**config.mk**
```make
export PLATFORM = sky130hd
export DESIGN_NAME = key_loader
export DESIGN_NICKNAME = d
export VERILOG_FILES = /design/src/rtl/key_loader_pkg.sv /design/src/rtl/crc8_serial.sv /design/src/rtl/key_loader.sv
export SDC_FILE = /design/constraint.sdc
export NUM_CORES = 1
export LEC_CHECK = 0
export ABC_AREA = 1
export ABC_CLOCK_PERIOD_IN_PS = 1600
export CORE_ASPECT_RATIO = 1.1
export CORE_UTILIZATION = 51
export DETAILED_ROUTE_END_ITERATION = 10
export HOLD_SLACK_MARGIN = 0.12
export PLACE_DENSITY = 0.71
export SYNTH_ARGS = -nofsm -noshare
export SYNTH_HDL_FRONTEND = slang
export SYNTH_HIERARCHICAL = 1
export SYNTH_SLANG_ARGS = --single-unit
```
**constraint.sdc**
```tcl
create_clock -name CK -period 1.6 [get_ports CK]
set_clock_uncertainty 0.15 [all_clocks]
set_input_delay 0.32 -clock CK [delete_from_list [all_inputs] [get_ports CK]]
set_output_delay 0.32 -clock CK [all_outputs]
set_load 0.1 [all_outputs]
```
**src/rtl/key_loader_pkg.sv**
```systemverilog
// Shared types and CRC constants for the serial key loader.
package key_loader_pkg;

  typedef enum logic [2:0] {
    ST_IDLE,
    ST_LOAD,
    ST_CHECK,
    ST_ACTIVE,
    ST_LOCKOUT
  } state_t;

  localparam int             CRC_W    = 8;
  localparam logic [CRC_W-1:0] CRC_POLY = 8'h07;
  localparam logic [CRC_W-1:0] CRC_INIT = 8'h00;

endpackage

```
**src/rtl/crc8_serial.sv**
```systemverilog
// Bit-serial CRC-8 (MSB-first, unreflected) over the key bits of a frame.
module crc8_serial
  import key_loader_pkg::*;
(
  input  logic             CK,
  input  logic             RST,
  input  logic             i_clear,
  input  logic             i_en,
  input  logic             i_bit,
  output logic [CRC_W-1:0] o_crc
);

  logic [CRC_W-1:0] r_crc;
  logic             w_fb;

  assign w_fb  = i_bit ^ r_crc[CRC_W-1];
  assign o_crc = r_crc;

  always_ff @(posedge CK) begin
    if (RST || i_clear)
      r_crc <= CRC_INIT;
    else if (i_en)
      r_crc <= {r_crc[CRC_W-2:0], 1'b0} ^ (w_fb ? CRC_POLY : '0);
  end

endmodule

```
**src/rtl/key_loader.sv**
```systemverilog
// Serial key provisioning: receives key + CRC-8, commits the key on a match,
// gates the locked core until then, and locks out after repeated failures.
module key_loader
  import key_loader_pkg::*;
#(
  parameter int KEY_WIDTH = 2,
  parameter int MAX_FAIL  = 3
) (
  input  logic                 CK,
  input  logic                 RST,
  input  logic                 key_start,
  input  logic                 key_sdi,
  input  logic                 key_valid,
  output logic                 key_ready,
  output logic [KEY_WIDTH-1:0] keyinput,
  output logic                 core_en,
  output logic                 key_ok,
  output logic                 key_err,
  output logic                 lockout
);

  localparam int FRAME  = KEY_WIDTH + CRC_W;
  localparam int CNT_W  = $clog2(FRAME + 1);
  localparam int FAIL_W = $clog2(MAX_FAIL + 1);
  localparam logic [CNT_W-1:0]  LAST_BIT = CNT_W'(FRAME - 1);
  localparam logic [CNT_W-1:0]  KEY_BITS = CNT_W'(KEY_WIDTH);
  localparam logic [FAIL_W-1:0] FAIL_MAX = FAIL_W'(MAX_FAIL);

  state_t               r_state, w_next;
  logic [CNT_W-1:0]     r_bit_cnt;
  logic [KEY_WIDTH-1:0] r_shadow, w_shadow_nxt, r_key;
  logic [CRC_W-1:0]     r_rx, w_crc;
  logic [FAIL_W-1:0]    r_fail, w_fail_inc;
  logic                 r_err;
  logic                 w_start, w_xfer, w_key_phase, w_last, w_match;

  assign w_start     = (r_state == ST_IDLE) && key_start;
  assign w_xfer      = (r_state == ST_LOAD) && key_valid;
  assign w_key_phase = r_bit_cnt < KEY_BITS;
  assign w_last      = w_xfer && (r_bit_cnt == LAST_BIT);
  assign w_match     = (w_crc == r_rx);
  assign w_fail_inc  = (r_fail == FAIL_MAX) ? r_fail : r_fail + FAIL_W'(1);

  crc8_serial u_crc (
    .CK      (CK),
    .RST     (RST),
    .i_clear (w_start),
    .i_en    (w_xfer && w_key_phase),
    .i_bit   (key_sdi),
    .o_crc   (w_crc)
  );

  always_ff @(posedge CK) begin
    if (RST) r_state <= ST_IDLE;
    else     r_state <= w_next;
  end

  always_comb begin
    w_next = r_state;
    case (r_state)
      ST_IDLE:  if (key_start) w_next = ST_LOAD;
      ST_LOAD:  if (w_last)    w_next = ST_CHECK;
      ST_CHECK: begin
        if (w_match)                    w_next = ST_ACTIVE;
        else if (w_fail_inc == FAIL_MAX) w_next = ST_LOCKOUT;
        else                            w_next = ST_IDLE;
      end
      ST_ACTIVE:  w_next = ST_ACTIVE;
      ST_LOCKOUT: w_next = ST_LOCKOUT;
      default:    w_next = ST_IDLE;
    endcase
  end

  // Key bit 0 arrives first, so shift in from the top and it lands at bit 0.
  always_comb begin
    w_shadow_nxt                = r_shadow >> 1;
    w_shadow_nxt[KEY_WIDTH-1]   = key_sdi;
  end

  always_ff @(posedge CK) begin
    if (RST) begin
      r_bit_cnt <= '0;
      r_shadow  <= '0;
      r_rx      <= '0;
      r_key     <= '0;
      r_fail    <= '0;
      r_err     <= 1'b0;
    end else begin
      r_err <= 1'b0;
      if (w_start) begin
        r_bit_cnt <= '0;
        r_shadow  <= '0;
        r_rx      <= '0;
      end
      if (w_xfer) begin
        r_bit_cnt <= r_bit_cnt + CNT_W'(1);
        if (w_key_phase) r_shadow <= w_shadow_nxt;
        else             r_rx     <= {r_rx[CRC_W-2:0], key_sdi};
      end
      if (r_state == ST_CHECK) begin
        if (w_match) begin
          r_key  <= r_shadow;
          r_fail <= '0;
        end else begin
          r_fail <= w_fail_inc;
          r_err  <= 1'b1;
        end
      end
      if (r_state == ST_LOCKOUT) r_key <= '0;
    end
  end

  assign key_ready = (r_state == ST_LOAD);
  assign key_ok    = (r_state == ST_ACTIVE);
  assign core_en   = (r_state == ST_ACTIVE);
  assign lockout   = (r_state == ST_LOCKOUT);
  assign keyinput  = r_key;
  assign key_err   = r_err;

endmodule

```
Word-level counts from Yosys, hierarchy flattened. Cells that the tools add are included.

Flip-flop bits (word level): 30. Input port bits: 5. Output and inout port bits: 7. Word-level logic and storage cells: 52.

Add/sub/neg operators: 2. $lt $le $gt $ge: 1. Equal/unequal tests: 10. Multiplexer cells: 17. Bitwise operators: 3. Reduce and logical (&&, ||, !) cells: 11.

Operators with widths (count): $mux 8 (3); $mux 3 (5); $pmux 3 s5 (1); $mux 2 (5); $eq 8x8->1 (1); $mux 4 (2); $xor 8x8->8 (1); $eq 3x2->1 const B (2); $add 4x1->4 const B (1); $eq 2x2->1 const B (2); $eq 4x4->1 const B (1); $logic_and 1x1->1 (4); $lt 4x2->1 const B (1); $reduce_and 2->1 (2); $reduce_or 2->1 (2); $eq 3x1->1 const B (1); $eq 3x3->1 const B (1); $logic_not 3->1 (1); $add 2x1->2 const B (1); $ne 2x1->1 const B (1); $ne 2x2->1 const B (1); $reduce_bool 2->1 (1); $logic_or 1x1->1 (1); $mux 1 (1); other kinds (2) (2).

Longest topological paths before layout. Gate-level depths: netlist of run 1.

Depth after elaboration: 6. Gate-level depth with buffers: 10. Mapped depth without buffers: 10.

Cells and area by module. Netlist of run 1, hierarchy kept.

By module, submodules not included: key_loader (instances 1, cells each 196, area an instance 1241.2 um^2, seq. area each 440.4 um^2); crc8_serial (instances 1, cells each 49, area an instance 360.3 um^2, seq. area each 160.2 um^2).

Least setup slack after synthesis of run 1. No wires, ideal clock.

Path type: register to output. Start: register r_state[0]. End: output key_ok. Arrival: 2.290 ns. Required time: 1.130 ns. Setup slack: -1.160 ns. Cell stages (with the launch flop): 4. Buffers on the path: 1. Cells stage by stage: dfxtp_1 -> nand2_2 -> nor2_1 -> buf_4.

Word-level cells in the longest chain between the ends: 1.

RTL lines: start, declared (RTL line key_loader.sv:29) `state_t r_state, w_next;`; start signal, assigned (RTL line key_loader.sv:55) `else r_state <= w_next;`; $eq 3x2->1; end, declared (RTL line key_loader.sv:17) `output logic key_ok,`.

Every way passes these cells.

Worst setup path after layout of run 1.
Start: register r_state[2]. End: output core_en.

Word-level cells in the longest chain between the ends: 1.

RTL lines: $eq 3x2->1 (RTL line key_loader.sv:115) `assign core_en = (r_state == ST_ACTIVE);`; end, declared (RTL line key_loader.sv:16) `output logic core_en,`.

Every way passes these cells.

==> results of run 1 <==
## cell usage after synthesis
library cell | count | area [um^2]
buf_6 | 3 | 33.78
a211oi_2 | 1 | 12.51
nor2_2 | 2 | 12.51
or2_0 | 1 | 6.260
nand4_1 | 2 | 12.51
inv_1 | 42 | 157.7
buf_4 | 1 | 7.510
nor2_4 | 1 | 11.26
o21ai_0 | 14 | 70.07
nand2_2 | 1 | 6.260
nor2_1 | 18 | 67.56
dfxtp_1 | 30 | 600.6
nand3_1 | 15 | 75.07
o21ai_2 | 2 | 17.52
a21oi_2 | 1 | 8.760
inv_2 | 3 | 11.26
ha_1 | 2 | 25.02
a21boi_0 | 1 | 7.510
inv_4 | 1 | 6.260
nor3_4 | 1 | 16.27
nand2_4 | 2 | 22.52
nor3_1 | 2 | 10.01
or2_1 | 1 | 6.260
buf_2 | 1 | 5.000
o21a_1 | 1 | 7.510
clkbuf_1 | 2 | 7.510
nand2_1 | 75 | 281.5
a21oi_1 | 19 | 95.09
## cells by family after synthesis
group / count (synthesis)
AND/OR/NAND/NOR: 121
buffers and inverters: 53
AO/OA/AOI/OAI: 39
flip-flops: 30
adder cells (fa/ha/maj): 2
## cells in the final DEF (no fill, tap or decap), types with 2 or more instances in the layout
| master | n |
|---|---|
| nand2_1 | 74 |
| ha_1 | 2 |
| buf_12 | 8 |
| nor2_1 | 14 |
| clkbuf_4 | 5 |
| nand4_1 | 2 |
| nand3_1 | 14 |
| nor3_1 | 2 |
| inv_1 | 41 |
| buf_4 | 16 |
| a21oi_2 | 7 |
| nand2_4 | 4 |
| clkdlybuf4s50_1 | 4 |
| o21ai_2 | 2 |
| o21ai_0 | 5 |
| inv_4 | 2 |
| nor2_2 | 4 |
| inv_2 | 2 |
| nor2_4 | 4 |
| dfxtp_4 | 2 |
| dfxtp_2 | 4 |
| dfxtp_1 | 24 |
| a21oi_1 | 13 |
| o21ai_1 | 9 |
## area by class of cell
class | count | area share [%]
Multi-Input combinational cell | 163 | 40.94
Clock inverter | 1 | 0.2408
Sequential cell | 30 | 29.50
Timing Repair Buffer | 29 | 15.95
Inverter | 46 | 8.730
Tap cell | 33 | 1.987
Clock buffer | 7 | 2.649
## power groups by stage
stage               logic (uW)  registers (uW)  clock network, uW
floorplan                  584             957                  0
global placement           906             897                  0
detailed placement         913             898                  0
CTS                        968             887                503
global route              1090             897                527
finish                    1000             890                483
## routing by layer
layer | vias up | part of all wire (%) | track usage, %
li1 | 816 | - | -
met1 | 663 | 44 | 24.31
met2 | 23 | 50 | 43.37
met3 | 6 | 3.9 | 5.970
met4 | 0 | 1.4 | 8.571
met5 | - | 0 | 0
## stage by stage
stage / total power (uW) / setup slack, ns / std cells
final: 2376 / -0.1262 / 309
after global routing: 2519 / -0.1908 / 309
after CTS: 2358 / -0.1597 / 307
after detailed placement: 1812 / -0.1595 / 295
after global placement: 1803 / -0.1337 / 295
after floorplan: 1541 / -0.3737 / 245
## worst paths after layout
path | to | slack (ns) | depth (start not counted)
worst max-delay path | core_en | -0.13 | 5
worst min-delay path | r_shadow[0]$_SDFF_PP0_ | 0.34 | 2
worst max register to register | u_crc/o_crc[2]$_SDFFE_PP0P_ | 0.10 | 8
worst min register to register | r_shadow[0]$_SDFF_PP0_ | 0.34 | 2
## registers in the layout, indices dropped and copies added (netlist names)
signal,flops
key_err,1
keyinput,2
r_bit_cnt,4
r_fail,2
r_rx,8
r_shadow,2
r_state,3
u_crc/o_crc,8
## worst max-delay path: stages (launching register included)
cell     delay (ns)
dfxtp_4        0.37
inv_4          0.06
nand2_4        0.05
buf_6          0.12
nor2_4         0.13
buf_12         0.19
## repair_timing
item | in CTS | in global routing
setup buffers | 4 | 1
hold buffers | 0 | 0
resized for setup | 9 | 6
pin swaps | 1 | 5
gates cloned | 0 | 1
endpoints found under the setup margin | 6 | 19
==> reports/qor.yml, run 1 <==
status: "finished with violations"
violations: "setup timing"
first_pass_iters: 4
yosysWarnings: 6
hold_violations: 0
grt_pass1_wl_um: 5816
track_usage_pct: 22.63
cts_made_buffers: 5
synth_seq_cells: 30
gp_congestion: 0.7693
hold_ws_ns: 0.3372
rsz0062_at_grt: "true"
synth-xor-area-share_pct: 0
reg2reg_from: "r_state[1]$_SDFFE_PP0P_"
swShare_pct: 40.92
slew_headroom_pct: 78.50
cts.sinks: 30
fp-row-count: 20
dp_hpwl_um: 2343
drt-total-wl_um: 3348
area_growth_pct: 29.77
postSynthCellCount: 245
multi_input_area_um2: 850.8
min_period_ns: 1.726
fin_util_pct: 72.22
p_clk_share_pct: 20.3
setup_violations: 4
p_seq_share_pct: 37.5
die_area_mm2: 0.003369
core_mm2: 0.002878
nets: 282
cts_htree_levels: 2
hp-class: "reg -> reg"
worstPathArrival_ns: 1.26
nFillCells: 256
place_area_mm2: 0.001931
port-buffer-count: 11
die_w_um: 55.43
worst_pin_slew_ns: 0.3214
path_clk_slew_ns: 0.10
combPwrFrac_pct: 42.2
cp_max_fo: 3
startpoint_type: "register"
drt_iter0_markers: 52
grt_max_degree: 16
wl_per_cell_um: 10.83
initial_core_util_pct: 55.65
ioPinCount: 12
end_kind: "output port"
drive_gt1_share_pct: 24.28
cts_tree: "built"
clk_latency_ns: 0.33
finalCritPeriodShare_pct: 107.9
cp.required_ns: 1.13
stdcell_area_mm2: 0.002078
grt_pass1_vias: 1356
synth_fa_ha_area_share_pct: 1.563
synth_top_family_by_area: "simple AND/OR/NAND/NOR gates"
fp.dieH_um: 60.78
p_leak_uw: 0.0008739
finalSetupTns_ns: -0.3630
overflow: 0
max_freq_mhz: 579.3
synth_seq_area_share_pct: 37.50
synth_compound_area_share_pct: 13.67
ir_worst_vdd_v: 0.001132
avgSynthCellArea_um2: 6.537
vias: 1508
ys_types: 28
pwr_density_cell_mw_per_mm2: 1143
via_per_inst: 4.880
cts_max_path_buffers: 2
min-delay-start: "r_shadow[0]$_SDFF_PP0_"
fin_ws_ns: -0.1262
drc: 0
synth_fp_nets: 252
p_int_uw: 1404
switchingPower_uw: 972.5
startpoint: "r_state[2]$_SDFFE_PP0P_"
grt_antenna_before_repair: 0
yosys.area_share.simple_pct: 32.97
cts-root-buf: "clkbuf_4"
antenna_cells: 0
syn_area_mm2: 0.001602
crit_type: "reg -> out"
ant_nets: 0
final_max_slew_viol_count: 0
regArea_um2: 613.1
muxShareOfSynthArea_pct: 0
cap_violations: 0
Note: power is estimated with default switching activity, not from simulation.
==> run 2, diff against run 1 <==
--- a/config.mk
+++ b/config.mk
@@ -7,11 +7,13 @@
 export LEC_CHECK = 0
 export ABC_AREA = 1
 export ABC_CLOCK_PERIOD_IN_PS = 1600
+export CELL_PAD_IN_SITES_DETAIL_PLACEMENT = 0
+export CELL_PAD_IN_SITES_GLOBAL_PLACEMENT = 1
 export CORE_ASPECT_RATIO = 1.1
-export CORE_UTILIZATION = 51
+export CORE_UTILIZATION = 37
 export DETAILED_ROUTE_END_ITERATION = 10
 export HOLD_SLACK_MARGIN = 0.12
-export PLACE_DENSITY = 0.71
+export PLACE_DENSITY = 0.77
 export SYNTH_ARGS = -nofsm -noshare
 export SYNTH_HDL_FRONTEND = slang
 export SYNTH_HIERARCHICAL = 1
==> run 2 against run 1 <==
Effect of this change:
- the run still ends with setup timing left
- sequential cell count is the same
- setup slack gained 0.092 ns
- maximum frequency grew 5.6%
- register-to-register slack lost 0.07 ns
- first-iteration DRC count grew 44%
- critical path depth shrank 1
- clock-buffer cell count is the same
- sequential share of layout area shrank 1.9 points
- core utilization shrank 17 points
- worst hold slack lost 0.011 ns
- largest cell class unchanged
- largest power group unchanged
==> reports/qor.yml, run 2 (synthesis results as in run 1) <==
cts_made_buffers: 5
pwr_density_cell_mw_per_mm2: 1183
cts_htree_levels: 2
drt-total-wl_um: 3526
drt_iter0_markers: 75
grt_antenna_before_repair: 0
violations: "setup timing"
most-common-layout-cells: "nand2_1 (73), inv_1 (41), dfxtp_1 (25)"
fp.dieH_um: 71
grt_max_degree: 15
p_leak_uw: 0.0009002
fin_util_pct: 54.94
cp_max_fo: 4
gp_congestion: 0.7236
nets: 287
startpoint_type: "register"
status: "finished with violations"
hold_violations: 0
port-buffer-count: 11
cts_max_path_buffers: 2
ant_nets: 0
vias: 1486
clk_latency_ns: 0.28
postCtsHoldBufs: 0
hold_ws_ns: 0.3263
drive_gt1_share_pct: 26.69
area_growth_pct: 39.06
wl_per_cell_um: 10.59
cts.sinks: 30
die_w_um: 64.73
min_period_ns: 1.634
dp_hpwl_um: 2456
setup_violations: 2
ioPinCount: 12
antenna_cells: 0
finalSetupTns_ns: -0.05975
cap_violations: 0
finalCritPeriodShare_pct: 102.2
fin_ws_ns: -0.03442
final_common_cell: "nand2_1"
max_freq_mhz: 611.8
nFillCells: 417
worst_pin_slew_ns: 0.3023
ir_worst_vdd_v: 0.0004399
die_area_mm2: 0.004596
hp-class: "reg -> reg"
initial_core_util_pct: 39.51
path_clk_slew_ns: 0.07
grt_pass1_vias: 1313
worstPathArrival_ns: 1.16
overflow: 0
final_max_slew_viol_count: 0
core_mm2: 0.004054
first_pass_iters: 4
end_kind: "output port"
cts-root-buf: "clkbuf_8"
place_ws_ns: -0.1396
via_per_inst: 4.462
grt_pass1_wl_um: 5913
crit_type: "reg -> out"
cts_tree: "built"
drc: 0
fp-row-count: 24
cp.required_ns: 1.13
track_usage_pct: 16.92
slew_headroom_pct: 79.78
rsz0062_at_grt: "true"
-- run 2: worst paths after layout --
check        slack [ns]  cells after the start                           to               startpoint
min reg2reg        0.33                      2       r_shadow[0]$_SDFF_PP0_   r_shadow[0]$_SDFF_PP0_
min                0.33                      2       r_shadow[0]$_SDFF_PP0_   r_shadow[0]$_SDFF_PP0_
max               -0.03                      4                      lockout  r_state[1]$_SDFFE_PP0P_
max reg2reg        0.03                     12  u_crc/o_crc[1]$_SDFFE_PP0P_  r_state[2]$_SDFFE_PP0P_
-- run 2: repair_timing --
item,CTS,global route
gates resized for setup,8,17
endpoints found under the setup margin,4,25
cloned,0,1
endpoints found under the hold margin,0,0
pin swaps,3,1
buffers inserted,5,4
-- run 2: per-layer routing --
layer	up-vias	track usage [%]	routed length, um
met5	-	0	0
met4	0	5.926	47
met3	5	4.839	75
met2	16	27.78	1713
met1	642	20.93	1689
li1	823	-	-
-- run 2: final cells by class --
class	count	area, um^2	share of cell area [%]
tap	52	65.06	2.921
clock inverter	1	5.005	0.2247
sequential	30	614.3	27.58
multi-input combinational	163	873.3	39.21
clock buffer	7	86.33	3.876
inverter	46	186.4	8.371
timing repair buffer	34	396.6	17.81
-- run 2: through the flow --
| stage | area, um^2 | total power (uW) | instances |
|---|---|---|---|
| floorplan | 1657 | 1541 | 245 |
| global placement | 1974 | 1852 | 315 |
| detailed placement | 1974 | 1856 | 315 |
| CTS | 2126 | 2559 | 328 |
| global route | 2227 | 2794 | 333 |
| finish | 2227 | 2635 | 333 |
-- run 2: worst max-delay path, stage by stage, from the launching register on --
cell and delay [ns]:
dfxtp_4 0.37, nor2_4 0.15, nand2_2 0.09, clkinvlp_4 0.10, buf_12 0.17
-- run 2: power breakdown --
group          internal (uW)  leakage, uW  total [uW]  switching [uW]
clock                    347    0.0000482         636             290
combinational            449     0.000606        1110             664
sequential               813     0.000246         886            73.5
total                   1610     0.000900        2640            1030
